<file path="src/rtl/id_ex_pipeline_reg.sv">
// ID/EX pipeline register with writeback bypass, load-use bubble,
// stall hold-refresh and branch flush.
module id_ex_pipeline_reg #(
  parameter int XLEN   = 32,
  parameter int CTRL_W = 12
) (
  input  logic              clk,
  input  logic              rst,
  input  logic              in_valid,
  input  logic [XLEN-1:0]   in_pc,
  input  logic [4:0]        in_rs1,
  input  logic [4:0]        in_rs2,
  input  logic [4:0]        in_rd,
  input  logic [XLEN-1:0]   in_rd1,
  input  logic [XLEN-1:0]   in_rd2,
  input  logic [XLEN-1:0]   in_imm,
  input  logic [CTRL_W-1:0] in_ctrl,
  input  logic              in_mem_read,
  input  logic              wb_we,
  input  logic [4:0]        wb_rd,
  input  logic [XLEN-1:0]   wb_wd,
  input  logic              stall,
  input  logic              flush,
  output logic              hazard_stall,
  output logic              out_valid,
  output logic [XLEN-1:0]   out_pc,
  output logic [XLEN-1:0]   out_rd1,
  output logic [XLEN-1:0]   out_rd2,
  output logic [XLEN-1:0]   out_imm,
  output logic [4:0]        out_rs1,
  output logic [4:0]        out_rs2,
  output logic [4:0]        out_rd,
  output logic [CTRL_W-1:0] out_ctrl,
  output logic              out_mem_read
);

  logic              r_valid;
  logic [XLEN-1:0]   r_pc;
  logic [XLEN-1:0]   r_rd1;
  logic [XLEN-1:0]   r_rd2;
  logic [XLEN-1:0]   r_imm;
  logic [4:0]        r_rs1;
  logic [4:0]        r_rs2;
  logic [4:0]        r_rd;
  logic [CTRL_W-1:0] r_ctrl;
  logic              r_mem_read;

  logic              w_wb_live;
  logic              w_byp1_hit;
  logic              w_byp2_hit;
  logic              w_ref1_hit;
  logic              w_ref2_hit;
  logic              w_rd_match;
  logic              w_hazard;
  logic [XLEN-1:0]   w_byp1;
  logic [XLEN-1:0]   w_byp2;

  // x0 writes never count as a live writeback
  assign w_wb_live  = wb_we & (wb_rd != 5'd0);

  assign w_byp1_hit = w_wb_live & (wb_rd == in_rs1);
  assign w_byp2_hit = w_wb_live & (wb_rd == in_rs2);
  assign w_byp1     = w_byp1_hit ? wb_wd : in_rd1;
  assign w_byp2     = w_byp2_hit ? wb_wd : in_rd2;

  assign w_ref1_hit = r_valid & w_wb_live
                    & (wb_rd == r_rs1);
  assign w_ref2_hit = r_valid & w_wb_live
                    & (wb_rd == r_rs2);

  assign w_rd_match = (r_rd == in_rs1)
                    | (r_rd == in_rs2);
  assign w_hazard   = in_valid & r_valid
                    & r_mem_read
                    & (r_rd != 5'd0)
                    & w_rd_match;

  always_ff @(posedge clk or negedge rst) begin
    if (!rst) begin
      r_valid    <= 1'b0;
      r_pc       <= '0;
      r_rd1      <= '0;
      r_rd2      <= '0;
      r_imm      <= '0;
      r_rs1      <= '0;
      r_rs2      <= '0;
      r_rd       <= '0;
      r_ctrl     <= '0;
      r_mem_read <= 1'b0;
    end else if (flush || (!stall && w_hazard)) begin
      r_valid    <= 1'b0;
      r_pc       <= '0;
      r_rd1      <= '0;
      r_rd2      <= '0;
      r_imm      <= '0;
      r_rs1      <= '0;
      r_rs2      <= '0;
      r_rd       <= '0;
      r_ctrl     <= '0;
      r_mem_read <= 1'b0;
    end else if (stall) begin
      // held operands must still see writebacks retiring meanwhile
      if (w_ref1_hit) r_rd1 <= wb_wd;
      if (w_ref2_hit) r_rd2 <= wb_wd;
    end else begin
      r_valid    <= in_valid;
      r_pc       <= in_pc;
      r_rd1      <= w_byp1;
      r_rd2      <= w_byp2;
      r_imm      <= in_imm;
      r_rs1      <= in_rs1;
      r_rs2      <= in_rs2;
      r_rd       <= in_rd;
      r_ctrl     <= in_valid ? in_ctrl : '0;
      r_mem_read <= in_valid & in_mem_read;
    end
  end

  assign hazard_stall = w_hazard;
  assign out_valid    = r_valid;
  assign out_pc       = r_pc;
  assign out_rd1      = r_rd1;
  assign out_rd2      = r_rd2;
  assign out_imm      = r_imm;
  assign out_rs1      = r_rs1;
  assign out_rs2      = r_rs2;
  assign out_rd       = r_rd;
  assign out_ctrl     = r_ctrl;
  assign out_mem_read = r_mem_read;

endmodule

</file>
<file path="config.mk">
export PLATFORM = sky130hd
export DESIGN_NAME = id_ex_pipeline_reg
export DESIGN_NICKNAME = d
export VERILOG_FILES = /design/src/rtl/id_ex_pipeline_reg.sv
export SDC_FILE = /design/constraint.sdc
export NUM_CORES = 1
export LEC_CHECK = 0
export ABC_CLOCK_PERIOD_IN_PS = 5200
export CAP_MARGIN = 20
export CORE_MARGIN = 4
export CORE_UTILIZATION = 45
export DETAILED_ROUTE_END_ITERATION = 7
export PLACE_DENSITY_LB_ADDON = 0.05
export SLEW_MARGIN = 20
export SYNTH_ARGS = -nofsm -noshare
export SYNTH_HDL_FRONTEND = slang
export SYNTH_SLANG_ARGS = --single-unit
</file>
<file path="constraint.sdc">
create_clock -name clk -period 5.2 [get_ports clk]
set_clock_uncertainty 0.2 [all_clocks]
set_input_delay 1.04 -clock clk [delete_from_list [all_inputs] [get_ports clk]]
set_output_delay 1.04 -clock clk [all_outputs]
set_load 0.005 [all_outputs]
</file>
## Yosys cells after proc, flatten, opt, wreduce, memory -nomap -nowiden

Index checks and enable logic that the tools add are counted.

| storage, ports and cells | value |
|---|---|
| flip-flop bits (word level) | 157 |
| input port bits | 199 |
| output and inout bits | 158 |
| word-level logic and storage cells | 61 |

| operators by class | value |
|---|---|
| eq/ne operators | 9 |
| mux-type cells | 25 |
| bitwise logic cells | 12 |
| reductions and logical operators | 5 |

Operators by type and width:

| operator | number |
|---|---|
| 2-to-1 mux 32 bit | 12 |
| 2-to-1 mux 12 bit | 3 |
| equality test 5 bit | 6 |
| 2-to-1 mux 5 bit | 6 |
| AND 1 bit | 11 |
| nonzero test 5 bit | 2 |
| inequality test 3 x 1 -> 1 bit (second input constant) | 2 |
| 2-to-1 mux 1 bit | 4 |
| inequality test 2 x 1 -> 1 bit (second input constant) | 1 |
| logical AND 1 bit | 1 |
| zero test 1 bit | 1 |
| logical OR 1 bit | 1 |
| OR 1 bit | 1 |

## Logic depth before layout (Yosys ltp)

| depth | value |
|---|---|
| depth in word-level cells | 7 |
| gate-level depth with buffers | 7 |
| mapped depth without buffers | 5 |

## Least setup slack after synthesis

OpenSTA, ideal clock, no wires.

| timing path | value |
|---|---|
| kind | in2reg |
| from | input port wb_rd[1] |
| to | register r_rd1[1] (netlist: out_rd1[1]) |
| setup time | 0.150 ns |
| data arrival time | 2.684 ns |
| data required time | 4.850 ns |
| path slack | 2.165 ns |
| cell stages on the path | 7 |
| buffers on the path | 2 |
| path through | buf_2 -> or4_4 -> o21a_1 -> a31o_2 -> buf_6 -> a221oi_1 -> a211oi_2 |

| between the ends | value |
|---|---|
| cells in the longest elaborated chain, start to end | 6 |
| elaborated cells between the ends (all ways) | 11 |
| classes of those cells | eq/ne: 3; mux: 3; bitwise: 4; reduce/logical: 1 |

RTL lines:

| what | line | RTL |
|---|---|---|
| start: declaration | 20 | `input logic [4:0] wb_rd,` |
| nonzero test 5 bit | 59 | `assign w_wb_live = wb_we & (wb_rd != 5'd0);` |
| AND 1 bit | 59 |  |
| AND 1 bit | 61 | `assign w_byp1_hit = w_wb_live & (wb_rd == in_rs1);` |
| 2-to-1 mux 32 bit | 63 | `assign w_byp1 = w_byp1_hit ? wb_wd : in_rd1;` |
| 2-to-1 mux 32 bit | 101 | `end else if (stall) begin` |
| 2-to-1 mux 32 bit | 90 | `end else if (flush \|\| (!stall && w_hazard)) begin` |
| end signal: assignment | 103 | `if (w_ref1_hit) r_rd1 <= wb_wd;` |
| end signal: assignment | 108 | `r_rd1 <= w_byp1;` |
| end: declaration | 39 | `logic [XLEN-1:0] r_rd1;` |

Parallel ways exist; a longest one is shown, timed or not.
A chain may end at the register's enable or synchronous reset.

## Worst setup path after layout

| timing path | value |
|---|---|
| from | input port in_rs1[0] |
| to | output port hazard_stall |

| between the ends | value |
|---|---|
| cells in the longest elaborated chain, start to end | 3 |

RTL lines:

| what | line | RTL |
|---|---|---|
| start: declaration | 11 | `input logic [4:0] in_rs1,` |
| equality test 5 bit | 71 | `assign w_rd_match = (r_rd == in_rs1)` |
| OR 1 bit | 72 | `\| (r_rd == in_rs2);` |
| AND 1 bit | 76 | `& w_rd_match;` |
| end: declaration | 24 | `output logic hazard_stall,` |

Every way passes these cells.

==> results.json <==
{
  "outcome": "completed",
  "fp.dieW_um": 139,
  "worstPathRequired_ns": 3.96,
  "period_needed_ns": 4.09,
  "final_core_util_pct": 71.8,
  "fp.dieArea_um2": 19500,
  "synth_fp_nets": 829,
  "grt_pass1_vias": 7052,
  "yosys-top-cells-count": "dfrtp_1 (157), a22o_1 (80), inv_1 (66)",
  "yosys_warnings": 0,
  "grt-ovfl-total": 0,
  "cp.arrival_ns": 2.85,
  "p_leak_nw": 4.92,
  "cp-start-kind": "input pin",
  "cp-end-kind": "output pin",
  "initial_core_util_pct": 46.4,
  "fp-row-count": 47,
  "hold_start": "out_ctrl[2]$_DFFE_PN0P_",
  "max_freq_mhz": 244,
  "cts.htree.levels": 4,
  "placed_cell_area_um2": 11400,
  "r2r_end": "out_ctrl[0]$_DFFE_PN0P_",
  "hold_end": "out_ctrl[2]$_DFFE_PN0P_",
  "fillCellCount": 1185,
  "post_drt_wl_per_cell_um": 21.6,
  "fin_crit_sh_pct": 78.7,
  "min_path_type": "reg2reg",
  "drive_above_1_share_pct": 14.9,
  "post_cts_resized": 0,
  "die_h_um": 139,
  "grt_pass1_wl_um": 40100,
  "drc": 0,
  "ys_seq_elements": 157,
  "worstPathMaxFanout": 3,
  "synth_cell_types": 28,
  "multi_input_area_um2": 3280,
  "syn_inst": 630,
  "synthToLayoutAreaGrowth_pct": 54.8,
  "dp.cells": 1155,
  "avgSynthCellArea_um2": 12.3,
  "ios": 357,
  "clock_path_buffers": 2,
  "drt_iter0_drc": 291,
  "peakVddDrop_mv": 0.222,
  "drv_cap": 0,
  "power_density_nw_per_um2": 277,
  "drt-total-wl_um": 25700,
  "grt_max_degree": 94,
  "cts-root-buf": "clkbuf_16",
  "design_area_um2": 12000,
  "finalSetupViolCount": 0,
  "yosysMostFrequentCell": "dfrtp_1",
  "relSlewSlack_pct": 28.7,
  "grt_usage_pct": 26.0,
  "drv_slew": 0,
  "clkLatencyLatePin_ns": 0.43,
  "cts.sinks": 157,
  "reg2reg_slack_ns": 2.23,
  "synth_top_area_share_pct": 50.5,
  "worstMarginPinSlew_ns": 1.07,
  "cts_setup_buffers": 0,
  "vias": 6564,
  "ant_nets": 0,
  "setup_tns_ns": 0,
  "port_buffers": 356,
  "synth_area_leaders": "dfrtp_1 (51%), a211oi_2 (9.0%), a22o_1 (9.0%)",
  "hold_path_depth": 1,
  "path_clk_slew_ns": 0.06,
  "coreArea_um2": 16800,
  "hpwl_um": 18400,
  "timing.rr.start": "out_rd[0]$_DFFE_PN0P_",
  "ys_seq_area_share_pct": 50.5,
  "nets": 1153,
  "first_pass_iters": 5,
  "antenna_found_initial": 0,
  "ctsHoldBuffers": 0,
  "async_reset_ff_share_pct": 100,
  "seq_area_um2": 3930,
  "hold_ws_ns": 0.300,
  "gp_congestion": 0.833,
  "rsz0062_at_grt": "no",
  "synth_top_area_cell": "dfrtp_1",
  "total_power_mw": 3.34,
  "via_per_inst": 5.53,
  "synth-edff-count": 0,
  "cts_tree": "built",
  "ff2ff_path_depth": 4,
  "pre_cts_slack_ns": 1.11,
  "cts_buffers": 17,
  "hold_viol": 0,
  "fin_cells": 1188,
  "path_class": "in2out",
  "syn-cell-area_um2": 7780,
  "fin_ws_ns": 1.11,
  "synthFlopType": "dfrtp_1"
}
-- layout by cell type, fill, tap and decap left out, types with 17 or more instances in the layout --
cell type	instances
nor2b_1	64
xor2_1	30
a211oi_2	56
clkbuf_16	17
inv_1	66
a221oi_1	31
a22o_1	80
clkdlybuf4s50_1	354
dfrtp_1	157
a221oi_2	33
-- layer usage --
metal	GRT usage [%]	share of wire [%]
met1	31.3	38
met2	44.1	51
met3	7.68	8.2
met4	9.73	2.9
met5	0	0
-- kinds of logic after synthesis --
logic type	after synthesis	share of synthesized area [%]
buf+inv	129	7.85
compound gates	231	31.9
xor+xnor	30	3.38
simple gates	83	6.34
flops	157	50.5
-- worst max-delay path, stage by stage --
cell and delay (ns):
clkdlybuf4s50_1 0.54, xor2_1 0.18, nor2_1 0.07, a22oi_1 0.42
nor2_1 0.11, clkdlybuf4s50_1 0.49
-- sequential cells by signal, indices dropped and copies added (netlist names) --
name and count:
out_rd 5, out_imm 32, out_ctrl 12, out_rd2 32, out_rd1 32, out_valid 1
out_rs2 5, out_rs1 5, out_mem_read 1, out_pc 32
-- worst max-delay path by stage --
stage / from / endpoint / slack [ns] / cells past startpoint
after floorplan: wb_rd[1] / out_rd1[1]$_DFFE_PN0P_ / 2.17 / 7
after global placement: in_rs1[1] / hazard_stall / 1.10 / 6
final: in_rs1[0] / hazard_stall / 1.11 / 6
after CTS: in_rs1[0] / hazard_stall / 1.07 / 6
after global routing: in_rs1[1] / hazard_stall / 0.96 / 6
after detailed placement: in_rs1[1] / hazard_stall / 1.11 / 6
-- where the power goes --
group / internal (mW) / switching (mW) / total (mW)
Clock: 0.783 / 0.535 / 1.32
Combinational: 0.387 / 0.280 / 0.667
Sequential: 1.30 / 0.0529 / 1.35
-- cell type report --
class / instances / area share [%]
clock inverter: 13 / 1.50
sequential: 157 / 32.6
multi-input combinational: 344 / 27.2
tap: 220 / 2.29
clock buffer: 19 / 3.68
timing repair buffer: 368 / 30.6
antenna: 1 / 0.0208
inverter: 66 / 2.06
Power figures use the tool's default switching activity.
==> RTL change: new RTL, same flow settings <==
Change the parameter `CTRL_W` from 12 to 18.
--- a/src/rtl/id_ex_pipeline_reg.sv
+++ b/src/rtl/id_ex_pipeline_reg.sv
@@ -2,7 +2,7 @@
 // stall hold-refresh and branch flush.
 module id_ex_pipeline_reg #(
   parameter int XLEN   = 32,
-  parameter int CTRL_W = 12
+  parameter int CTRL_W = 18
 ) (
   input  logic              clk,
   input  logic              rst,
Ports: changed (resized in_ctrl and out_ctrl); port bits go from 357 to 369. The function was not compared with the original's and may differ.
==> RTL change against the original RTL <==
  * Worst setup slack worse by 0.047 ns
  * Sequential cell count increased by 6
  * Cell area up 2.8%
  * Synthesized cell count rose by 2.2%
  * Synthesized area rose by 2.9%
  * Total power grew 2.3%
  * Wire length grew 5.0%
==> RTL change: results (changes against the original RTL) <==
first-pass GRT wire length - 41400 um (+3.3%)
DP HPWL - 19400 um (+5.5%)
Reg2Reg Setup Slack - 2.19 ns (-0.04 ns)
worst-path fanout max - 3 (unchanged)
antenna violations before repair - 0 (unchanged)
vias in the first global route - 7318 (+3.8%)
Async SR Flop Fraction - 100% (unchanged)
Final GP Congestion - 0.895 (+7.4%)
layout cells sized above 1 - 14.1% (-0.75 points)
Synth Net Count - 849 (+2.4%)
grt met2 use - 45.4% (+1.3 points)
Distinct cells, synth - 28 (unchanged)
GR Layer Usage met1 - 30.9% (-0.37 points)
GR Util All Layers - 26.6% (+0.60 points)
Max stage delay on crit path - 0.57 ns (+0.03 ns)
largest net degree at the start of global routing - 102 (+8.5%)
crit path launch - in_rs1[4]
post-synthesis cell count - 644 (+2.2%)
commonest cells in the synthesized netlist - dfrtp_1 (163), a22o_1 (80), inv_1 (66)
top post-synthesis cells by area - dfrtp_1 (51%), a211oi_2 (8.8%), a22o_1 (8.8%)
met3 Resource Use GR - 9.03% (+1.3 points)
Seq/Total Area, Yosys - 51.0% (+0.45 points)
CP max stage cell - clkdlybuf4s50_1
vias - 6853 (+4.4%)
delay-heaviest family, CP - buffers and inverters
Worst Hold Path EP - out_ctrl[14]
Antenna Cells - 0 (-1)
drt total wl - 27000 um (+5.0%)
DR vias/cell - 5.64 (+2.1%)
nets - 1182 (+2.5%)
chip width - 141 um (+1.4%)
1st-iter DRT viols - 403 (+38%)
Pins Over Slew Limit - 0 (unchanged)
Max IR drop VDD - 0.000229 V (+3.3%)
first drt pass iteration count - 5 (unchanged)
min-delay src - out_ctrl[14]
WP data arrival - 2.90 ns (+0.05 ns)
status - finished, final reports clean
port bufs - 368 (+3.4%)
RTL change: changes by cell type in the layout (fill, tap and decap cells not counted), moves of 2 or more:
cell	before	now
dfrtp_1	157	163
inv_8	2	0
buf_4	9	7
inv_6	4	0
clkbuf_1	1	5
clkdlybuf4s50_1	354	366
a32o_1	13	19
RTL change: cell type report:
cell class | instances | area (um^2)
fillers | 1261 | 4980
flip-flops and latches | 163 | 4080
repair buffers | 379 | 3810
multi-input cells | 350 | 3330
clock buffers | 24 | 472
well taps | 225 | 282
inverters | 66 | 248
clock inverters | 8 | 150
RTL change: logic make-up after synthesis:
group / after synthesis / share of synthesized area [%]
compound gates: 237 / 31.8
flops: 163 / 51.0
xor+xnor: 30 / 3.28
simple gates: 83 / 6.16
buf+inv: 131 / 7.83
RTL change: how the worst max path moves through the flow:
| stage | endpoint | slack, ns |
|---|---|---|
| floorplan | out_rd1[3] | 2.17 |
| global placement | hazard_stall | 1.11 |
| detailed placement | hazard_stall | 1.08 |
| CTS | hazard_stall | 1.07 |
| global route | hazard_stall | 0.95 |
| finish | hazard_stall | 1.06 |
RTL change: per-stage QoR:
stage | hold slack, ns | cell area [um^2] | utilization [%] | worst slack [ns]
finish | 0.293 | 12400 | 71.3 | 1.06
CTS | 0.295 | 12400 | 71.3 | 1.07
global placement | 0.274 | 11700 | 67.6 | 1.11
detailed placement | 0.281 | 11800 | 67.7 | 1.08
floorplan | 0.289 | 8000 | - | 2.17
global route | 0.323 | 12400 | 71.3 | 0.949
RTL change: power breakdown:
part / internal (mW) / leakage (nW) / switching, mW
Sequential: 1.35 / 2.15 / 0.0544
Combinational: 0.396 / 2.60 / 0.289
Clock: 0.831 / 0.299 / 0.495
Total: 2.57 / 5.05 / 0.838
RTL change: metal layers:
metal,vias up,part of all wire [%]
li1,3074,-
met1,3419,37
met2,310,51
met3,50,9.1
met4,0,3.0
met5,-,0
